==> src/rtl/uart_feeder_pkg.sv <==
// Shared types and constants for the UART transmit feeder: FSM states,
// UART register offsets, the FR TX-FIFO-full bit and the CR/LF byte values.
package uart_feeder_pkg;

  typedef enum logic [2:0] {
    ST_IDLE,
    ST_POLL,
    ST_CHECK,
    ST_WRITE,
    ST_GAP
  } feeder_state_t;

  localparam logic [31:0] FR_OFFSET   = 32'h0000_0018;
  localparam logic [31:0] DR_OFFSET   = 32'h0000_0000;
  localparam int          FR_TXFF_BIT = 5;
  localparam logic [7:0]  CR_BYTE     = 8'h0d;
  localparam logic [7:0]  LF_BYTE     = 8'h0a;

endpackage

==> src/rtl/wb_timeout_ctr.sv <==
// Loadable down-counter with a terminal flag, used for bus-transaction
// timeouts and for fixed idle gaps by Wishbone masters.
module wb_timeout_ctr #(
  parameter int WIDTH = 10
) (
  input  logic             clk,
  input  logic             rst,
  input  logic             load,
  input  logic [WIDTH-1:0] load_value,
  input  logic             enable,
  output logic             expired
);

  logic [WIDTH-1:0] count;

  // Saturates at zero so the terminal flag stays up until the next load.
  always_ff @(posedge clk) begin
    if (rst) begin
      count <= '0;
    end else if (load) begin
      count <= load_value;
    end else if (enable && (count != '0)) begin
      count <= count - WIDTH'(1);
    end
  end

  assign expired = (count == '0);

endmodule

==> src/rtl/uart_tx_feeder.sv <==
// Wishbone master that polls the UART FR and pushes bytes into DR.
// Define UART_TX_FEEDER_CRLF_EN to expand each LF byte into a CR then LF write.
module uart_tx_feeder
  import uart_feeder_pkg::*;
#(
  parameter logic [31:0] UART_BASE  = 32'h1600_0000,
  parameter int          POLL_GAP   = 8,
  parameter int          WB_TIMEOUT = 64
) (
  input  logic        i_clk,
  input  logic        i_rst,
  input  logic [7:0]  i_byte,
  input  logic        i_byte_valid,
  output logic        o_byte_ready,
  output logic [31:0] o_wb_adr,
  output logic [3:0]  o_wb_sel,
  output logic        o_wb_we,
  output logic [31:0] o_wb_dat,
  output logic        o_wb_cyc,
  output logic        o_wb_stb,
  input  logic [31:0] i_wb_dat,
  input  logic        i_wb_ack,
  input  logic        i_wb_err,
  output logic        o_busy,
  output logic        o_err,
  input  logic        i_err_clr,
  output logic [15:0] o_sent_count
);

  feeder_state_t state, next_state;
  logic       hold_full;
  logic [7:0] hold_byte;
  logic [7:0] tx_byte;
  logic       txff;
  logic       capture, stb, wr_done, err_event, hold_release;
  logic       tmo_load, tmo_expired, gap_load, gap_expired;
  logic       unused_dat;

  // Ready depends only on registered state, never on i_byte_valid.
  assign o_byte_ready = !hold_full && !i_rst;
  assign capture      = i_byte_valid && o_byte_ready;
  assign stb          = (state == ST_POLL) || (state == ST_WRITE);
  assign err_event    = stb && (i_wb_err || (tmo_expired && !i_wb_ack));
  assign wr_done      = (state == ST_WRITE) && i_wb_ack && !i_wb_err;
  assign o_busy       = hold_full || o_wb_cyc;
  assign unused_dat   = ^{i_wb_dat[31:6], i_wb_dat[4:0]};

`ifdef UART_TX_FEEDER_CRLF_EN
  logic lf_pending;
  logic cr_half;

  assign cr_half      = (hold_byte == LF_BYTE) && !lf_pending;
  assign tx_byte      = cr_half ? CR_BYTE : hold_byte;
  assign hold_release = wr_done && !cr_half;

  // Remembers that the CR half of an LF has already reached the UART.
  always_ff @(posedge i_clk) begin
    if (i_rst) begin
      lf_pending <= 1'b0;
    end else if (capture) begin
      lf_pending <= 1'b0;
    end else if (wr_done) begin
      lf_pending <= cr_half;
    end
  end
`else
  assign tx_byte      = hold_byte;
  assign hold_release = wr_done;
`endif

  always_comb begin
    next_state = state;
    o_wb_cyc   = 1'b0;
    o_wb_stb   = 1'b0;
    o_wb_we    = 1'b0;
    o_wb_sel   = 4'h0;
    o_wb_adr   = 32'h0;
    o_wb_dat   = 32'h0;
    case (state)
      ST_IDLE: begin
        if (hold_full) next_state = ST_POLL;
      end
      ST_POLL: begin
        o_wb_cyc = 1'b1;
        o_wb_stb = 1'b1;
        o_wb_sel = 4'hf;
        o_wb_adr = UART_BASE + FR_OFFSET;
        if (err_event)     next_state = ST_GAP;
        else if (i_wb_ack) next_state = ST_CHECK;
      end
      ST_CHECK: begin
        next_state = txff ? ST_GAP : ST_WRITE;
      end
      ST_WRITE: begin
        o_wb_cyc = 1'b1;
        o_wb_stb = 1'b1;
        o_wb_we  = 1'b1;
        o_wb_sel = 4'hf;
        o_wb_adr = UART_BASE + DR_OFFSET;
        o_wb_dat = {24'h0, tx_byte};
        if (err_event)     next_state = ST_GAP;
        else if (i_wb_ack) next_state = ST_IDLE;
      end
      ST_GAP: begin
        if (gap_expired) next_state = ST_POLL;
      end
      default: next_state = ST_IDLE;
    endcase
  end

  // Counters are armed on entry so each strobe and each gap starts fresh.
  assign tmo_load = ((next_state == ST_POLL) || (next_state == ST_WRITE)) && !stb;
  assign gap_load = (next_state == ST_GAP) && (state != ST_GAP);

  wb_timeout_ctr #(.WIDTH(10)) u_bus_timeout (
    .clk        (i_clk),
    .rst        (i_rst),
    .load       (tmo_load),
    .load_value (10'(WB_TIMEOUT - 1)),
    .enable     (stb),
    .expired    (tmo_expired)
  );

  wb_timeout_ctr #(.WIDTH(8)) u_poll_gap (
    .clk        (i_clk),
    .rst        (i_rst),
    .load       (gap_load),
    .load_value (8'(POLL_GAP - 1)),
    .enable     (state == ST_GAP),
    .expired    (gap_expired)
  );

  always_ff @(posedge i_clk) begin
    if (i_rst) begin
      state        <= ST_IDLE;
      hold_full    <= 1'b0;
      hold_byte    <= 8'h0;
      txff         <= 1'b0;
      o_err        <= 1'b0;
      o_sent_count <= 16'h0;
    end else begin
      state <= next_state;
      if (capture) begin
        hold_full <= 1'b1;
        hold_byte <= i_byte;
      end else if (hold_release) begin
        hold_full <= 1'b0;
      end
      if ((state == ST_POLL) && i_wb_ack && !i_wb_err) txff <= i_wb_dat[FR_TXFF_BIT];
      // A new error wins over a same-cycle clear.
      if (err_event)      o_err <= 1'b1;
      else if (i_err_clr) o_err <= 1'b0;
      if (wr_done) o_sent_count <= o_sent_count + 16'd1;
    end
  end

endmodule

==> config.mk <==
export PLATFORM = sky130hd
export DESIGN_NAME = uart_tx_feeder
export DESIGN_NICKNAME = d
export VERILOG_FILES = /design/src/rtl/uart_feeder_pkg.sv /design/src/rtl/wb_timeout_ctr.sv /design/src/rtl/uart_tx_feeder.sv
export SDC_FILE = /design/constraint.sdc
export NUM_CORES = 1
export LEC_CHECK = 0
export ABC_AREA = 1
export BUFFER_PORTS_ARGS = -buffer_cell sky130_fd_sc_hd__buf_2
export CELL_PAD_IN_SITES_DETAIL_PLACEMENT = 0
export CELL_PAD_IN_SITES_GLOBAL_PLACEMENT = 2
export CORE_AREA = 2 2 117 119
export CTS_CLUSTER_SIZE = 40
export DETAILED_ROUTE_END_ITERATION = 8
export DIE_AREA = 0 0 119 121
export PLACE_DENSITY = 0.87
export SYNTH_ARGS = -nofsm -noshare
export SYNTH_HDL_FRONTEND = slang
export SYNTH_SLANG_ARGS = --single-unit
==> constraint.sdc <==
create_clock -name i_clk -period 2 [get_ports i_clk]
set_clock_uncertainty 0.05 [all_clocks]
set_input_delay 0.5 -clock i_clk [delete_from_list [all_inputs] [get_ports i_clk]]
set_output_delay 0.5 -clock i_clk [all_outputs]
set_load 0.1 [all_outputs]
==> summary.txt, run 1 <==
Status
  – Result of the run: completed

Setup path
  – Max incr delay on CP: roughly 0.42 ns
  – WS Path Type: flop to output pin
  – Critical path startpoint category: flop
  – Buf/Inv on CP: 3
  – Source of the critical timing path: state[2]$_SDFF_PP0_
  – Delay-heaviest family, CP: buffers and inverters
  – Cell with the largest stage delay on the worst path: sky130_fd_sc_hd__buf_2
  – Req. time, crit path: around 1.5 ns
  – Critical R2R Launch: u_bus_timeout.count[0]$_SDFFE_PP0P_
  – Critical Path End Type: output pin
  – R2r setup slk: approximately 0.31 ns
  – Maximum fanout along the worst path: 10
  – Cell-by-cell trace of the critical path: inv_2, nand3_4, inv_1, buf_2
  – Worst path arrival time: 1.39 ns

Clocking
  – CTS max path bufs: 2
  – Clock sink count: 48
  – Count of hold buffers inserted by post-cts repair: 0
  – Worst skew pair latency: 0.29 ns
  – Clock transition at the registers of the reported paths: 0.07 ns
  – Clock tree from TritonCTS: built
  – Root buffer selected by CTS: sky130_fd_sc_hd__clkbuf_16
  – Cts bufs inserted: 5
  – Setup Buffers After CTS: 0
  – # resized after CTS: 0
  – H-tree depth: 2

Logic synthesis
  – Register bit count reported by yosys: 48
  – Ys Warns: 0
  – Cell area after synthesis: 3080 um2
  – Sequential share of the synthesized area: 31.2%
  – Cell count after synthesis: around 460
  – Count of unique library cells instantiated by Yosys: 34
  – Average cell area after synthesis: 6.76 um2

Global routing
  – Pin count of the biggest net entering global routing: 18
  – Remaining global-route overflow: 0
  – Initial antenna violation count: 0
  – Global-route wire length before repair: 11600 um
  – Total routing usage reported by global routing: 9.78%
  – Vias in the first global route: 2451

Power
  – Power share of the clock group: approximately a fifth
  – Psw: 2000 uW
  – Sequential Power Share: around 28%
  – Combinational Power Share: 51.5%
  – Internal Power: 2140 uW
  – Power Dens Cells: 1090 nW/um2
  – Proportion of total power due to net switching: 48.4%
  – Maximum resistive drop on vdd: roughly 0.6 mV
  – Leakage power of the design: around 0.0017 uW

Drt
  – Router iterations before antenna repair: 4
  – Antenna-violating nets left: 0
  – Average wire length per cell after detail routing: 10.1 um
  – Starting DRT DRC Count: around 110
  – Count of unresolved DRC violations after routing: 0
  – Sum of routed wire length over all layers: 6870 um
  – Average vias per placed instance: around 4
  – Total via count after detailed routing: 2698

Place
  – Port Buffer Count: 53
  – Placement-stage worst setup slack: 0.185 ns
  – Final RePlAce weighted congestion: 0.782
  – HPWL Detailed: 5300 um

Layout
  – Area grow syn2layout: 23.8%
  – Share of cells above drive strength 1: a little under a fifth
  – FF/Latch Area: 968 um2
  – Number of fillers in the final layout: about 1400
  – Multi-input gate area in the final layout: 1630 um2
  – Most frequent cells in the layout: sky130_fd_sc_hd__nand2_1 (100), sky130_fd_sc_hd__nor2_1 (53), sky130_fd_sc_hd__conb_1 (51)
  – Most frequent standard cell in the layout excluding fill and tap cells: sky130_fd_sc_hd__nand2_1
  – Final net count: 553
  – Inserted Diodes: 0

Run
  – Maximum Capacitance Violations: 0

Floorplan
  – Core ar.: 13100 um2
  – Std-Cell Rows: 42
  – Die height: 121 um
  – I/O Pins: 136
  – Die Span X: ~120 um
  – Area enclosed by the die boundary: 14400 um2
  – Initial core utilization: between 20% and 30%

STA
  – Peak clock frequency supported by timing: 0.516 GHz
  – Unrepaired setup endpoints after global routing: false
  – Tightest hold margin: approximately 0.41 ns
  – Smallest setup slack after layout: approximately 0.064 ns
  – Final Hold Viols: 0
  – Share of the clock period used by the worst path after layout: 96.8%
  – Number of pins with negative max-slew slack in the final report: 0
  – Final number of setup-violating endpoints: 0
  – Final critical delay including setup and external delays: ~1.9 ns
  – Setup_tns: 0 ns

Worst hold path
  – Beginning of the worst hold path: hold_byte[4]$_SDFFE_PP0P_
  – Worst hold path type: flop to flop
-- layout make-up --
type,instances,share of cell area [%]
clock buffer,7,3.74
clock inverter,1,0.230
inverter,56,5.75
multi-input combinational,335,42.7
sequential,48,25.4
tap,176,5.78
timing repair buffer,57,16.4
-- worst register-to-register path: stages, from the launching register on --
cell and delay (ns):
sky130_fd_sc_hd__dfxtp_1 0.31, sky130_fd_sc_hd__inv_1 0.19, sky130_fd_sc_hd__ha_1 0.22, sky130_fd_sc_hd__nand2_1 0.06
sky130_fd_sc_hd__nor2_1 0.11, sky130_fd_sc_hd__nand2_2 0.12, sky130_fd_sc_hd__nand2_1 0.10, sky130_fd_sc_hd__nand2_2 0.09
sky130_fd_sc_hd__nand3_1 0.22, sky130_fd_sc_hd__nor2_1 0.08
-- metal layers --
| metal | vias to the layer above | wire length [um] | track usage, % |
|---|---|---|---|
| met5 | - | 0 | 0 |
| met2 | 68 | 3340 | 17.2 |
| met1 | 1207 | 3190 | 12.3 |
| met4 | 0 | 71 | 2.68 |
| met3 | 7 | 278 | 1.83 |
| li1 | 1416 | - | - |
-- metrics by stage --
stage	area, um2	std cells	utilization, %	power, uW
2_1_floorplan	3380	505	-	3040
3_3_place_gp	3660	672	28.0	3280
3_5_place_dp	3660	672	28.0	3310
4_1_cts	3810	680	29.1	4190
5_1_grt	3810	680	29.1	4410
6_report	3810	680	29.1	4140
-- final timing paths --
| check | endpoint | cells past startpoint |
|---|---|---|
| min | hold_byte[4]$_SDFFE_PP0P_ | 2 |
| max reg2reg | u_poll_gap.count[6]$_SDFFE_PP0P_ | 9 |
| max | o_wb_we | 4 |
| min reg2reg | hold_byte[4]$_SDFFE_PP0P_ | 2 |
-- synthesized netlist by cell type, drive strengths merged --
| cell type | n | share of area (%) |
|---|---|---|
| inv | 56 | 6.9 |
| nand3 | 27 | 5.0 |
| nand4 | 9 | 1.8 |
| nor3b | 1 | 0.41 |
| a22oi | 1 | 0.24 |
| conb | 1 | 0.12 |
| dfxtp | 48 | 31 |
| xnor2 | 4 | 1.1 |
| xor2 | 6 | 1.7 |
| and3 | 1 | 0.20 |
| o31ai | 1 | 0.24 |
| nand3b | 1 | 0.24 |
| a21oi | 36 | 6.2 |
| o21bai | 1 | 0.24 |
| o21ai | 21 | 3.5 |
| nand2 | 106 | 13 |
| clkbuf | 3 | 0.37 |
| nor3 | 3 | 0.49 |
| ha | 4 | 1.6 |
| buf | 63 | 15 |
| nor2 | 62 | 9.5 |
-- power groups by stage --
| stage | sequential (uW) | clock [uW] | combinational, uW |
|---|---|---|---|
| 3_3_place_gp | 1160 | 0 | 2120 |
| 5_1_grt | 1150 | 941 | 2310 |
| 6_report | 1140 | 870 | 2130 |
| 2_1_floorplan | 1160 | 0 | 1880 |
| 4_1_cts | 1140 | 902 | 2150 |
| 3_5_place_dp | 1160 | 0 | 2140 |
-- kinds of logic (layout without fill, tap and decap cells) --
kind of cell,Yosys count,after routing,synth area share (%)
other,1,51,0.122
XOR/XNOR,10,10,2.85
adder cells (fa/ha/maj),4,4,1.63
AO/OA/AOI/OAI,60,60,10.5
AND/OR/NAND/NOR,210,210,30.9
buffers and inverters,122,121,22.7
flip-flops,48,48,31.2
-- sequential cells by signal (all words and copies together), names as in the netlist --
signal / cells
o_sent_count: 16
u_bus_timeout.count: 10
hold_byte: 8
u_poll_gap.count: 8
state: 3
hold_full: 1
o_err: 1
txff: 1
Note: power is estimated with default switching activity, not from simulation.
==> run 2, diff against run 1 <==
==> constraint.sdc (replaced) <==
create_clock -name i_clk -period 2.2 [get_ports i_clk]
set_clock_uncertainty 0.05 [all_clocks]
set_input_delay 0.55 -clock i_clk [delete_from_list [all_inputs] [get_ports i_clk]]
set_output_delay 0.55 -clock i_clk [all_outputs]
set_load 0.1 [all_outputs]
==> run 2 against run 1 <==
Net effect: via count is 1.5% higher; clock-buffer cell count is 1 higher; worst setup slack better by 0.057 ns; largest cell class unchanged.
==> summary.txt, run 2 (synthesis results as in run 1) <==
Status
  – Result of the run: completed (unchanged)

Global routing
  – Vias in the first global route: 2484 (was 2451)
  – Initial antenna violation count: 0 (unchanged)
  – Global-route wire length before repair: 11800 um (was 11600 um)
  – Pin count of the biggest net entering global routing: 18 (unchanged)
  – Total routing usage reported by global routing: 10.1% (was 9.78%)
  – Remaining global-route overflow: 0 (unchanged)

Layout
  – Registers with the highest flip-flop counts: o_sent_count: 16 flops, u_bus_timeout.count: 10 flops (unchanged)
  – Biggest register: o_sent_count (unchanged)
  – Area grow syn2layout: 19.3% (was 23.8%)
  – Most frequent standard cell in the layout excluding fill and tap cells: sky130_fd_sc_hd__nand2_1 (unchanged)
  – Most frequent cells in the layout: sky130_fd_sc_hd__nand2_1 (100), sky130_fd_sc_hd__nor2_1 (53), sky130_fd_sc_hd__inv_1 (51), sky130_fd_sc_hd__conb_1 (51), sky130_fd_sc_hd__dfxtp_1 (47) (was sky130_fd_sc_hd__nand2_1 (100), sky130_fd_sc_hd__nor2_1 (53), sky130_fd_sc_hd__conb_1 (51))
  – Number of cells in the finished layout apart from fillers: 681 (was 680)
  – Max FFs per register: 16 (unchanged)
  – Share of cells above drive strength 1: 17.7% (was 18.7%)
  – Final std cell area, no fill: 3670 um2 (was 3810 um2)
  – Final net count: 553 (unchanged)

Clocking
  – # resized after CTS: 0 (unchanged)
  – CTS max path bufs: 2 (unchanged)
  – Clock transition at the registers of the reported paths: 0.07 ns (about the same)
  – Count of hold buffers inserted by post-cts repair: 0 (unchanged)
  – H-tree depth: 2 (unchanged)
  – Worst skew pair latency: 0.29 ns (about the same)
  – Cts bufs inserted: 5 (unchanged)
  – Root buffer selected by CTS: sky130_fd_sc_hd__clkbuf_16 (unchanged)
  – Clock tree from TritonCTS: built (unchanged)
  – Setup Buffers After CTS: 0 (unchanged)
  – Clock sink count: 48 (unchanged)

Floorplan
  – Std-Cell Rows: 42 (unchanged)
  – I/O Pins: 136 (unchanged)
  – Die height: 121 um (unchanged)
  – Initial core utilization: 23.5% (unchanged)
  – Die Span X: 119 um (unchanged)
  – Area enclosed by the die boundary: 14400 um2 (unchanged)
  – Core ar.: 13100 um2 (unchanged)

Setup path
  – Critical path startpoint category: flop (unchanged)
  – Worst path arrival time: 1.48 ns (was 1.39 ns)
  – Max incr delay on CP: 0.43 ns (was 0.42 ns)
  – WS Path Type: flop to output pin (unchanged)
  – Maximum fanout along the worst path: 10 (unchanged)
  – Delay-heaviest family, CP: buffers and inverters (unchanged)
  – Req. time, crit path: 1.60 ns (was 1.45 ns)
  – Critical Path End Type: output pin (unchanged)
  – Cell-by-cell trace of the critical path: inv_2, nand3_4, inv_1, buf_2 (unchanged)
  – Buf/Inv on CP: 3 (unchanged)
  – Cell with the largest stage delay on the worst path: sky130_fd_sc_hd__buf_2 (unchanged)

Place
  – Post-placement cell area: 3490 um2 (was 3660 um2)
  – HPWL Detailed: 5400 um (was 5300 um)
  – Final RePlAce weighted congestion: 0.804 (was 0.782)
  – Placed instance count: 672 (unchanged)
  – Port Buffer Count: 53 (unchanged)

Drt
  – Average wire length per cell after detail routing: 10.3 um (was 10.1 um)
  – Antenna-violating nets left: 0 (unchanged)
  – Total via count after detailed routing: 2739 (was 2698)
  – Starting DRT DRC Count: 75 (was 113)
  – Router iterations before antenna repair: 4 (unchanged)
  – Sum of routed wire length over all layers: 7000 um (was 6870 um)
  – Average vias per placed instance: 4.02 (was 3.97)
  – Count of unresolved DRC violations after routing: 0 (unchanged)

Power
  – Final Total Pwr: 3720 uW (was 4140 uW)
  – Sequential Power Share: 27.8% (was 27.5%)
  – Combinational Power Share: 51.2% (was 51.5%)
  – Power share of the clock group: 21.0% (about the same)
  – Maximum resistive drop on vdd: 0.379 mV (was 0.586 mV)
  – Proportion of total power due to net switching: 48.6% (was 48.4%)
  – Internal Power: 1910 uW (was 2140 uW)
  – Psw: 1810 uW (was 2000 uW)
  – Power Dens Cells: 1010 nW/um2 (was 1090 nW/um2)
  – Leakage power of the design: 0.00166 uW (was 0.00169 uW)

STA
  – Unrepaired setup endpoints after global routing: false (unchanged)
  – Peak clock frequency supported by timing: a little under 0.5 GHz
  – Final Hold Viols: 0 (unchanged)
  – Number of pins with negative max-slew slack in the final report: 0 (unchanged)
  – Tightest hold margin: 0.401 ns (was 0.406 ns)
  – Final critical delay including setup and external delays: 2.08 ns
  – Final number of setup-violating endpoints: 0 (unchanged)
  – Share of the clock period used by the worst path after layout: 94.5%

Worst hold path
  – Worst hold path type: flop to flop (unchanged)

Run
  – Maximum Capacitance Violations: 0 (unchanged)
-- run 2: cell types whose count changed in the layout (fill, tap and decap cells not counted), sizes merged --
cell      change
inv           +1
diode         +1
clkinv        -1
clkbuf       +11
clkinvlp      -1
buf          -10
-- run 2: metrics by stage --
stage / setup WS (ns) / util (%) / TNS (ns)
floorplan: -0.270 / - / -2.16
global placement: 0.331 / 26.7 / 0
detailed placement: 0.315 / 26.7 / 0
CTS: 0.0316 / 27.8 / 0
global route: 0.0412 / 28.0 / 0
finish: 0.121 / 28.0 / 0
-- run 2: cell type report --
class | instances | area, um2
repair buffers | 57 | 498
inverters | 56 | 213
clock buffers | 8 | 146
multi-input cells | 335 | 1630
well taps | 176 | 220
flip-flops and latches | 48 | 962
fillers | 1446 | 9420
diodes | 1 | 2.50
-- run 2: worst reg2reg max path, cell delays in order, from the launching register on --
cell and delay [ns]:
sky130_fd_sc_hd__dfxtp_1 0.31, sky130_fd_sc_hd__inv_1 0.18, sky130_fd_sc_hd__ha_1 0.22, sky130_fd_sc_hd__nand2_1 0.06, sky130_fd_sc_hd__nor2_1 0.11, sky130_fd_sc_hd__nand2_2 0.12, sky130_fd_sc_hd__nand2_1 0.29, sky130_fd_sc_hd__nand3_1 0.12
sky130_fd_sc_hd__a21oi_1 0.15
-- run 2: power by group through the flow --
stage	Sequential [uW]	Combinational (uW)	Clock, uW
finish	1030	1910	782
global route	1050	2060	859
CTS	1030	1920	824
detailed placement	1050	1910	0
global placement	1050	1890	0
floorplan	1050	1620	0
-- run 2: metal layers --
metal | share of wire [%] | track usage (%)
met5 | 0 | 0
met4 | 1.5 | 3.65
met2 | 48 | 17.0
met3 | 5.7 | 2.30
met1 | 45 | 12.6
-- run 2: path summary, 6_finish.rpt --
| path | from | end | slack [ns] | depth (start not counted) |
|---|---|---|---|---|
| worst min-delay path | hold_byte[2]$_SDFFE_PP0P_ | hold_byte[2]$_SDFFE_PP0P_ | 0.40 | 2 |
| worst max register to register | u_bus_timeout.count[0]$_SDFFE_PP0P_ | u_bus_timeout.count[4]$_SDFFE_PP0P_ | 0.52 | 8 |
| worst min register to register | hold_byte[2]$_SDFFE_PP0P_ | hold_byte[2]$_SDFFE_PP0P_ | 0.40 | 2 |
| worst max-delay path | state[2]$_SDFF_PP0_ | o_wb_we | 0.12 | 4 |
==> run 3, diff against run 2 <==
==> constraint.sdc (replaced) <==
create_clock -name i_clk -period 2.2 [get_ports i_clk]
set_clock_uncertainty 0.05 [all_clocks]
set_input_delay 0.11 -clock i_clk [delete_from_list [all_inputs] [get_ports i_clk]]
set_output_delay 0.11 -clock i_clk [all_outputs]
set_load 0.1 [all_outputs]
==> run 3 against run 2 <==
Net effect: non-clock buffer count is 2 lower; register-to-register slack better by 0.02 ns; global-route usage is 0.62 points lower; maximum frequency is 8.7% higher; critical path type unchanged; critical endpoint is now o_busy; highest routed layer unchanged.
==> summary.txt, run 3 (synthesis results as in run 1) <==
Status
  – Result of the run: completed (unchanged)

Floorplan
  – Area enclosed by the die boundary: 14400 um2 (unchanged)
  – Initial core utilization: 23.5% (unchanged)
  – Core ar.: 13100 um2 (unchanged)
  – I/O Pins: 136 (unchanged)
  – Die Span X: 119 um (unchanged)
  – Die height: 121 um (unchanged)
  – Std-Cell Rows: 42 (unchanged)

Clocking
  – Clock tree from TritonCTS: built (unchanged)
  – CTS max path bufs: 2 (unchanged)
  – Setup Buffers After CTS: 0 (unchanged)
  – Worst skew pair latency: 0.28 ns (was 0.29 ns)
  – Clock transition at the registers of the reported paths: 0.06 ns (was 0.07 ns)
  – H-tree depth: 2 (unchanged)
  – Root buffer selected by CTS: sky130_fd_sc_hd__clkbuf_16 (unchanged)
  – Count of hold buffers inserted by post-cts repair: 0 (unchanged)
  – # resized after CTS: 0 (unchanged)
  – Clock sink count: 48 (unchanged)
  – Cts bufs inserted: 5 (unchanged)

Drt
  – Count of unresolved DRC violations after routing: 0 (unchanged)
  – Sum of routed wire length over all layers: 6820 um (was 7000 um)
  – Total via count after detailed routing: 2698 (was 2739)
  – Antenna-violating nets left: 0 (unchanged)
  – Met2 wire length: 3210 um (was 3340 um)
  – Top metal layer carrying routed signals: met4 (unchanged)
  – Starting DRT DRC Count: 89 (was 75)
  – Average wire length per cell after detail routing: 10.1 um (was 10.3 um)
  – Average vias per placed instance: 3.98 (was 4.02)
  – Router iterations before antenna repair: 4 (unchanged)
  – Length of routed wiring on met1: 3270 um (was 3150 um)
  – Met3 wire length: 277 um (was 400 um)

Layout
  – Final core utilization: 26.3% (was 28.0%)
  – Registers with the highest flip-flop counts: o_sent_count: 16 flops, u_bus_timeout.count: 10 flops (unchanged)
  – Max FFs per register: 16 (unchanged)
  – Number of cells in the finished layout apart from fillers: 678 (was 681)
  – Inserted Diodes: 0 (was 1)
  – Biggest register: o_sent_count (unchanged)
  – Most frequent standard cell in the layout excluding fill and tap cells: sky130_fd_sc_hd__nand2_1 (unchanged)
  – Share of cells above drive strength 1: 17.1% (was 17.7%)
  – Area grow syn2layout: 12.0% (was 19.3%)
  – Most frequent cells in the layout: sky130_fd_sc_hd__nand2_1 (101), sky130_fd_sc_hd__nor2_1 (53), sky130_fd_sc_hd__buf_2 (53) (was sky130_fd_sc_hd__nand2_1 (100), sky130_fd_sc_hd__nor2_1 (53), sky130_fd_sc_hd__inv_1 (51), sky130_fd_sc_hd__conb_1 (51), sky130_fd_sc_hd__dfxtp_1 (47))
  – Final net count: 551 (was 553)

STA
  – Final number of setup-violating endpoints: 0 (unchanged)
  – Share of the clock period used by the worst path after layout: 86.9% (was 94.5%)
  – Peak clock frequency supported by timing: 0.523 GHz (was 0.481 GHz)
  – Unrepaired setup endpoints after global routing: false (unchanged)
  – Slew at the pin closest to its max-slew limit: 0.530 ns
  – Tightest slew margin relative to the limit: 64.6%
  – Final critical delay including setup and external delays: 1.91 ns (was 2.08 ns)
  – Number of pins with negative max-slew slack in the final report: 0 (unchanged)
  – Final Hold Viols: 0 (unchanged)
  – Setup_tns: 0 ns (unchanged)

Worst hold path
  – Worst hold path type: input pin to flop (was flop to flop)

Global routing
  – Global-route wire length before repair: 11200 um (was 11800 um)
  – Total routing usage reported by global routing: 9.47% (was 10.1%)
  – Remaining global-route overflow: 0 (unchanged)
  – Pin count of the biggest net entering global routing: 19 (was 18)
  – Initial antenna violation count: 0 (unchanged)
  – Vias in the first global route: 2387 (was 2484)

Place
  – Port Buffer Count: 53 (unchanged)
  – HPWL Detailed: 5210 um (was 5400 um)
  – Final RePlAce weighted congestion: 0.839 (was 0.804)
  – Placed instance count: 670 (was 672)

Setup path
  – Max incr delay on CP: 0.47 ns (was 0.43 ns)
  – Delay-heaviest family, CP: buffers and inverters (unchanged)
  – Buf/Inv on CP: 3 (unchanged)
  – Cell with the largest stage delay on the worst path: sky130_fd_sc_hd__dfxtp_1 (was sky130_fd_sc_hd__buf_2)
  – Top cell by count, worst path: sky130_fd_sc_hd__inv_2
  – Worst path arrival time: 1.75 ns (was 1.48 ns)
  – Maximum fanout along the worst path: 17 (was 10)
  – Req. time, crit path: 2.04 ns (was 1.60 ns)
  – WS Path Type: flop to output pin (unchanged)
  – Critical Path End Type: output pin (unchanged)
  – Cell-by-cell trace of the critical path: inv_2, nor2_4, inv_2, nand2_1, buf_2 (was inv_2, nand3_4, inv_1, buf_2)
  – Critical path startpoint category: flop (unchanged)

Power
  – Leakage power of the design: 0.00162 uW (was 0.00166 uW)
  – Final Total Pwr: 3580 uW (was 3720 uW)
  – Power Dens Cells: 1040 nW/um2 (was 1010 nW/um2)
  – Maximum resistive drop on vdd: 0.377 mV (was 0.379 mV)

Run
  – Maximum Capacitance Violations: 0 (unchanged)
-- run 3: layout make-up --
cell class	instances	area, um2
well taps	176	220
clock buffers	6	129
fillers	1464	9640
repair buffers	55	280
multi-input cells	335	1610
inverters	56	213
flip-flops and latches	48	961
clock inverters	2	35.0
-- run 3: where the power goes --
part | internal [uW] | switching (uW) | total, uW
Sequential | 953 | 80.5 | 1030
Combinational | 337 | 1360 | 1700
Clock | 535 | 319 | 854
-- run 3: routing by layer --
metal  track usage, %  up-vias
li1                 -     1419
met1             12.2     1200
met2             16.2       75
met3             1.74        4
met4             2.68        0
met5                0        -
-- run 3: worst min-delay path, delay by kind of cell --
kind / cells / cell delay (ns)
buffers and inverters: 2 / 0.11
AO/OA/AOI/OAI: 1 / 0.05
AND/OR/NAND/NOR: 1 / 0.04
-- run 3: final timing paths --
path,end,from,depth (start not counted),slack [ns]
worst min register to register,hold_byte[0]$_SDFFE_PP0P_,hold_byte[0]$_SDFFE_PP0P_,2,0.40
worst min-delay path,o_err$_SDFFE_PP0P_,i_err_clr,4,0.03
worst max-delay path,o_busy,state[0]$_SDFF_PP0_,5,0.29
worst max register to register,u_poll_gap.count[5]$_SDFFE_PP0P_,u_bus_timeout.count[0]$_SDFFE_PP0P_,9,0.54
-- run 3: per-stage QoR --
stage / worst slack (ns) / instance area (um2) / hold slack, ns
after floorplan: 0.0852 / 3270 / 0.223
after global placement: 0.580 / 3280 / 0.330
after detailed placement: 0.542 / 3280 / 0.335
after CTS: 0.255 / 3440 / 0.0299
after global routing: 0.158 / 3440 / 0.0426
final: 0.288 / 3440 / 0.0272
